$ cat src/rtl/triad_stream_arbiter.sv
// Per-channel triad FIFOs drained round-robin onto one valid/ready stream; also owns sys_ts.
// Optional build macro TRIAD_TS_STAMP_EN: store sys_ts with each word and present it on out_ts.
`timescale 1ns/1ps
module triad_stream_arbiter #(
  parameter int N_TRIADS = 3,
  parameter int TRIAD_W  = 68,
  parameter int DEPTH    = 4,
  parameter int TS_W     = 24,
  localparam int CW      = (N_TRIADS > 1) ? $clog2(N_TRIADS) : 1
) (
  input  logic                        clk_96MHz,
  input  logic                        rst_n,
  output logic [TS_W-1:0]             sys_ts,
  input  logic [N_TRIADS-1:0]         in_avl,
  input  logic [N_TRIADS*TRIAD_W-1:0] in_data,
  output logic                        out_valid,
  input  logic                        out_ready,
  output logic [TRIAD_W-1:0]          out_data,
  output logic [CW-1:0]               out_chan,
  output logic [TS_W-1:0]             out_ts,
  output logic [N_TRIADS-1:0]         ovf,
  input  logic                        clr_ovf
);

  localparam int AW = $clog2(DEPTH);

  // Stream handshake: a word transfers on any edge where out_valid=1 and out_ready=1;
  // while out_valid=1 and out_ready=0 the offered word is held unchanged.

  logic [TS_W-1:0]     ts_q;
  logic [AW:0]         wr_ptr [N_TRIADS];
  logic [AW:0]         rd_ptr [N_TRIADS];
  logic [TRIAD_W-1:0]  mem    [N_TRIADS][DEPTH];
  logic [N_TRIADS-1:0] empty, full, push_ok, drop, pop;
  logic                load, grant_vld;
  logic [CW-1:0]       grant, idx, rr_ptr;
  logic [TRIAD_W-1:0]  head_data;
  logic                out_valid_q;
  logic [TRIAD_W-1:0]  out_data_q;
  logic [CW-1:0]       out_chan_q;
  logic [N_TRIADS-1:0] ovf_q;

  always_ff @(posedge clk_96MHz or negedge rst_n) begin
    if (!rst_n) ts_q <= '0;
    else        ts_q <= ts_q + 1'b1;
  end

  assign sys_ts = ts_q;

  always_comb begin
    for (int k = 0; k < N_TRIADS; k++) begin
      empty[k] = (wr_ptr[k] == rd_ptr[k]);
      full[k]  = (wr_ptr[k][AW] != rd_ptr[k][AW]) &&
                 (wr_ptr[k][AW-1:0] == rd_ptr[k][AW-1:0]);
    end
  end

  // Search starts one past the last grant so every channel gets a turn.
  always_comb begin
    load      = !out_valid_q || out_ready;
    grant_vld = 1'b0;
    grant     = '0;
    idx       = rr_ptr;
    for (int i = 0; i < N_TRIADS; i++) begin
      idx = (idx == CW'(N_TRIADS - 1)) ? '0 : idx + 1'b1;
      if (!grant_vld && !empty[idx]) begin
        grant_vld = 1'b1;
        grant     = idx;
      end
    end
  end

  always_comb begin
    for (int k = 0; k < N_TRIADS; k++) begin
      pop[k]     = load && grant_vld && (grant == CW'(k));
      push_ok[k] = in_avl[k] && (!full[k] || pop[k]);
      drop[k]    = in_avl[k] && full[k] && !pop[k];
    end
  end

  assign head_data = mem[grant][rd_ptr[grant][AW-1:0]];

  always_ff @(posedge clk_96MHz or negedge rst_n) begin
    if (!rst_n) begin
      for (int k = 0; k < N_TRIADS; k++) begin
        wr_ptr[k] <= '0;
        rd_ptr[k] <= '0;
      end
    end else begin
      for (int k = 0; k < N_TRIADS; k++) begin
        if (push_ok[k]) wr_ptr[k] <= wr_ptr[k] + 1'b1;
        if (pop[k])     rd_ptr[k] <= rd_ptr[k] + 1'b1;
      end
    end
  end

  // Storage needs no reset: the pointers define which entries are live.
  always_ff @(posedge clk_96MHz) begin
    for (int k = 0; k < N_TRIADS; k++) begin
      if (push_ok[k]) mem[k][wr_ptr[k][AW-1:0]] <= in_data[k*TRIAD_W +: TRIAD_W];
    end
  end

  always_ff @(posedge clk_96MHz or negedge rst_n) begin
    if (!rst_n) begin
      out_valid_q <= 1'b0;
      out_data_q  <= '0;
      out_chan_q  <= '0;
      rr_ptr      <= '0;
    end else if (load) begin
      out_valid_q <= grant_vld;
      if (grant_vld) begin
        out_data_q <= head_data;
        out_chan_q <= grant;
        rr_ptr     <= grant;
      end
    end
  end

  // A fresh overflow beats a simultaneous clear.
  always_ff @(posedge clk_96MHz or negedge rst_n) begin
    if (!rst_n) ovf_q <= '0;
    else        ovf_q <= (clr_ovf ? '0 : ovf_q) | drop;
  end

`ifdef TRIAD_TS_STAMP_EN
  logic [TS_W-1:0] ts_mem [N_TRIADS][DEPTH];
  logic [TS_W-1:0] out_ts_q;

  always_ff @(posedge clk_96MHz) begin
    for (int k = 0; k < N_TRIADS; k++) begin
      if (push_ok[k]) ts_mem[k][wr_ptr[k][AW-1:0]] <= ts_q;
    end
  end

  always_ff @(posedge clk_96MHz or negedge rst_n) begin
    if (!rst_n)                out_ts_q <= '0;
    else if (load && grant_vld) out_ts_q <= ts_mem[grant][rd_ptr[grant][AW-1:0]];
  end

  assign out_ts = out_ts_q;
`else
  assign out_ts = '0;
`endif

  assign out_valid = out_valid_q;
  assign out_data  = out_data_q;
  assign out_chan  = out_chan_q;
  assign ovf       = ovf_q;

endmodule

$ cat config.mk
export PLATFORM = sky130hd
export DESIGN_NAME = triad_stream_arbiter
export DESIGN_NICKNAME = d
export VERILOG_FILES = /design/src/rtl/triad_stream_arbiter.sv
export SDC_FILE = /design/constraint.sdc
export NUM_CORES = 1
export LEC_CHECK = 0
export CAP_MARGIN = 15
export CORE_MARGIN = 1
export CORE_UTILIZATION = 40
export CTS_CLUSTER_DIAMETER = 40
export DETAILED_ROUTE_END_ITERATION = 12
export GPL_TIMING_DRIVEN = 0
export PLACE_DENSITY = 0.63
export SETUP_SLACK_MARGIN = 0.5
export SYNTH_ARGS = -nofsm -noshare
export SYNTH_HDL_FRONTEND = slang
export SYNTH_SLANG_ARGS = --single-unit
$ cat constraint.sdc
create_clock -name clk_96MHz -period 4.22 [get_ports clk_96MHz]
set_input_delay 0.422 -clock clk_96MHz [delete_from_list [all_inputs] [get_ports clk_96MHz]]
set_output_delay 0.422 -clock clk_96MHz [all_outputs]
set_load 0.02 [all_outputs]
Word-level counts from Yosys, hierarchy flattened
Memories as Yosys holds them, arrays and structs flattened. Cells that the tools add are included.

Bitwise gates (word level): 6. Eq/ne operators: 14. Add/subtract/negate cells: 10. Muxes and demuxes: 34. Shifts and indexed selects: 0. Multiply operators: 0. Order comparisons: 11. Reduce and logical (&&, ||, !) cells: 37. Div/mod/pow operators: 0.

Operator list (count): 272-bit 2-to-1 mux (3); 68-bit demux with 2-bit select (3); 68-bit 2-to-1 mux (5); 68-bit binary-select mux with 2-bit select (1); 24-bit by 1-bit adder with 24-bit output (second input constant) (1); 1-bit logical AND (21); 3-bit by 1-bit adder with 3-bit output (second input constant) (6); 2-bit 2-to-1 mux (8); 3-bit greater-or-equal comparator (second input constant) (5); 2-bit inverter with 3-bit output (5); 1-bit logical NOT (10); 3-bit equality test (3); 2-bit by 3-bit less-than comparator with 1-bit output (second input constant) (3); 3-bit by 1-bit less-than comparator with 1-bit output (second input constant) (3); 1-bit 2-to-1 mux (9); 2-bit equality test (second input constant) (4); 2-bit by 1-bit adder with 2-bit output (second input constant) (3); 1-bit binary-select mux with 2-bit select (3); 3-bit binary-select mux with 2-bit select (1); 2-bit equality test (3); 1-bit logical OR (4); 3-bit 2-to-1 mux (1); 1-bit inequality test (3); 3-bit OR (1); other kinds (3) (3).

Register bits: 116. Memory bits (writable): 816. Bits in read-only memories: 0. Word-level logic and storage cells: 124. Input bits: 211. Memories: 1. Latch bits: 0. Output and inout bits: 122.

Memory list: mem (words 3, width 272, read ports 1, clocked after memory_dff 0, wr ports 3, RTL line 33) `logic [TRIAD_W-1:0] mem [N_TRIADS][DEPTH];`.

Longest topological paths before layout
Gate-level depths: netlist of the first run.

Word-level depth: 20. Gate-level depth with buffers: 12. Depth with buffers taken out: 8.

Least setup slack after synthesis of the first run
OpenSTA, ideal clock, no wires.

Path type: reg-to-reg. Start point: register rd_ptr[0] in the netlist's numbering. End point: memory mem[1][0] in the netlist's numbering, enable pin. Data required time: 3785 ps. Cell stages (with the launch flop): 9. Setup time: 435 ps. Path buffers: 1. Period minus slack after synthesis: 3959 ps. Setup slack: 261 ps. Arrival: 3524 ps. Path through: dfrtp_1 > xor2_1 > nor3_4 > o22ai_1 > nor2_1 > clkbuf_1 > nand2_1 > a21boi_1 > and2_1.

RTL lines: from (decl) (RTL line 32) `logic [AW:0] rd_ptr [N_TRIADS];`; from (signal, indexed assignment) (RTL line 92) `if (pop[k]) rd_ptr[k] <= rd_ptr[k] + 1'b1;`; to (decl) (RTL line 33).

==> impl_results.md, run 1 <==
* Post-synthesis share of cell area spent on xor and xnor gates at 1.04%
* Max Root-Sink Buffers at 3
* Max-Slew Margin vs Limit at 33.0%
* I/O pin count at 333
* Skew-Pair Late Insertion Delay at 0.70 ns
* Sort of element at the start of the critical path: register
* CP endpoint kind: register
* Vert. Die Dim at 303 µm
* Post-detailed-route count of antenna-violating nets at 0
* MaxCap Viol Count at 0
* Wire length of the first global-routing pass at 169000 µm
* Adder-cell share of the synthesized area at 0.553%
* Number of synthesized register bits at 932
* Post-synthesis instance total at 2599
* Critical path type: register to register
* Starting DRT DRC Count at 2894
* Clock transition at the registers of the reported paths at 0.06 ns
* Slowest Stage Delay on Critical Path at 0.63 ns
* Clock root cell: clkbuf_16
* Post-synthesis instance area at 36200 µm²
* Number of buffers added by the clock tree synthesis step at 116
* Maximum operating frequency at 275 MHz
* Sink Count at 932
* Iteration count of the initial detailed-routing pass at 6
* Overflow left after global routing at 0
* Family with the most delay on the worst path: simple AND/OR/NAND/NOR gates
* Die Area at 91700 µm²
* Final Routed Wirelength at 121000 µm
* Initial core utilization at 40.6%
* Cell with the biggest individual delay on the critical path: and2_4
* Count of H-tree levels built during CTS at 3
* Critical path buffer and inverter count at 2
* Sequential fraction of the synthesis area at 75.7%
* Skew final at 0.0343 ns
* Share of synthesized registers carrying an async set or reset at 12.4%
* Setup-failing EPs final at 0
* Simple-gate portion of the synthesized area at 11.2%
* Largest area contributor in the synthesized netlist: edfxtp_1
* Maximum number of pins on one net before global-route repair at 75
* Remaining routing DRC violations at 0
* Signal arrival time at the worst endpoint at 3.98 ns
* Portion of synthesized cell area occupied by the leading cell type at 67.7%
* Total count of hold-check failures in the final report at 0
* Total routing resource utilization after global routing at 26.1%
* Half-perimeter wire length after detailed placement at 75000 µm
* Required time of the critical path at 4.57 ns
* Number of enable flip-flop cells after synthesis at 816
* Final cycle utilization of the critical path at 86.1%
* Number of warnings printed during yosys synthesis at 0
* Average detailed-routed wire length per instance at 27.9 µm
* Minimum setup slack after placement at -0.233 ns
* Final Slew Violations at 0
* Fraction of the mapped netlist area in compound gates at 8.54%
* Share of layout cells above drive strength 1 at 9.77%
* Transition time at the pin with the least slew margin at 1.01 ns
* Post-layout worst setup margin at 0.587 ns
* Combinational family with the most area after synthesis: simple AND/OR/NAND/NOR gates
* Clock tree from TritonCTS: yes
* Via count at 24800
* Number of distinct library cells after synthesis at 40
* Most common cell after layout, fill and taps aside: edfxtp_1
* Cells taking the most area after synthesis: edfxtp_1 68%, dfrtp_1 8.0%, a311oi_1 6.6%, nand2_1 5.9%, nor2_1 3.6%
* Post-detailed-route via-to-cell ratio at 5.70
* Min Tclk post-route at 3.63 ns
* Prevailing post-synth register cell: edfxtp_1
* Core outline area at 89100 µm²
* Min-Delay Path Class: input pin to asynchronous set/reset pin
* RSZ-0062 raised after global routing: true
* Fraction of synthesized area in multiplexers at 0.242%
* Worst Path Max Fanout at 37
* Most frequent cells in the layout: 816 x edfxtp_1, 565 x nand2_1, 351 x nor2_1, 307 x clkdlybuf4s50_1, 271 x a311oi_1
* Routability cong. at 0.831
* DIE WIDTH at 303 µm
* Count of input and output buffers at 308
* Area grow syn2layout at 25.7%
* Count of standard-cell rows at 109
* Post-route core utilization at 51.1%
* Outcome: finished, final reports clean
* NumNets Final at 3297
* Number of antenna violations at the first check in global routing at 13
* Critical path, cell by cell: xor2_1 > nor3_2 > and2_1 > o21bai_1 > buf_2 > nor2_1 > o21a_1 > and2_4 > buf_16
* Number of global-route vias before repair at 24300
* Mean instance size in the synthesized netlist at 13.9 µm²
logic make-up after synthesis:
| kind of cell | count (synthesis) |
|---|---|
| and+or+nand+nor | 1030 |
| other | 1 |
| xor gates and xnor gates | 43 |
| DFF | 932 |
| adders and majority gates | 16 |
| muxes | 8 |
| AOI/OAI and AO/OA | 357 |
| buffers and inverters | 212 |
cell type report:
class                   instances  area, µm²
well taps                    1165       1460
flip-flops and latches        932      27400
plain buffers                 198        933
clock inverters                91       1090
inverters                      14       52.6
repair buffers                326       3490
diodes                          4       10.0
multi-input cells            1482       8010
fillers                      7511      43600
clock buffers                 131       3040
through the flow:
step                hold slack (ns)  setup TNS [ns]  cells  area [µm²]
floorplan                     0.126               0   2622       36300
global placement              0.461        -1429.64   4095       40800
detailed placement            0.449          -26.12   4108       41200
CTS                           0.299               0   4334       45400
global route                  0.354               0   4340       45500
finish                        0.297               0   4343       45500
state kept, by name, indices dropped and copies added (netlist names):
| name | flops |
|---|---|
| rr_ptr | 2 |
| out_valid | 1 |
| wr_ptr | 9 |
| ovf | 3 |
| rd_ptr | 9 |
| sys_ts | 24 |
| out_data | 68 |
| mem | 816 |
metal layers:
metal | part of all wire [%] | up-vias | wire (µm) | track usage [%]
met1 | 38 | 12300 | 45700 | 33.8
met5 | 0.10 | - | 123 | 0
li1 | - | 10700 | - | -
met2 | 48 | 1539 | 57900 | 42.6
met3 | 11 | 252 | 13400 | 6.30
met4 | 3.4 | 18 | 4160 | 9.73
path summary, 6_finish.rpt:
kind | from | end | slack (ns) | cells after the start
setup / recovery | wr_ptr[7]$_DFFE_PN0P_ | mem[2][10]$_DFFE_PP_ | 0.59 | 9
hold / removal | rst_n | out_data[41]$_DFFE_PN0P_ | 0.30 | 2
setup reg to reg | wr_ptr[7]$_DFFE_PN0P_ | mem[2][10]$_DFFE_PP_ | 0.59 | 9
hold reg to reg | sys_ts[23]$_DFF_PN0_ | sys_ts[23]$_DFF_PN0_ | 0.47 | 1
max in group asynchronous | rst_n | out_data[4]$_DFFE_PN0P_ | 3.06 | 3
min in group clk_96MHz | in_avl[2] | ovf[2]$_DFF_PN0_ | 0.36 | 3
repair_timing:
| action | 4_1_cts | 5_1_grt |
|---|---|---|
| hold buffers | 1 | 0 |
| buffers inserted | 0 | 3 |
| pin swaps | 3 | 5 |
| resized for setup | 13 | 22 |
| gates cloned | 3 | 1 |
| hold endpoints to repair | 42 | 0 |
| setup endpoints to repair | 537 | 334 |
cell usage after synthesis (2+ instances only):
cell      number
edfxtp_1     816
nand2_1      565
nor2_1       351
a311oi_1     271
clkbuf_1     142
dfrtp_1      116
nor3_1        68
o32ai_1       68
xnor2_1       26
buf_4         24
xor2_1        17
ha_1          16
buf_2         14
inv_1         14
nand3_1       14
and2_1        12
buf_1         11
and3_1        10
buf_6          6
mux2_2         5
o21ai_0        5
nand2b_1       3
nand4_1        3
a21oi_1        2
and4_1         2
mux2i_1        2
o21bai_1       2
o22ai_1        2
Power of run 1 is not shown: default switching activity piles up to over one toggle a cycle in this logic, so the estimate is an artifact.
==> run 2, diff against run 1 <==
- ABC_CLOCK_PERIOD_IN_PS: unset -> 4220
==> results of run 2 <==
Final layout, timing and power as in run 1 (identical DEF).
Power of run 2 is left out for the same reason.
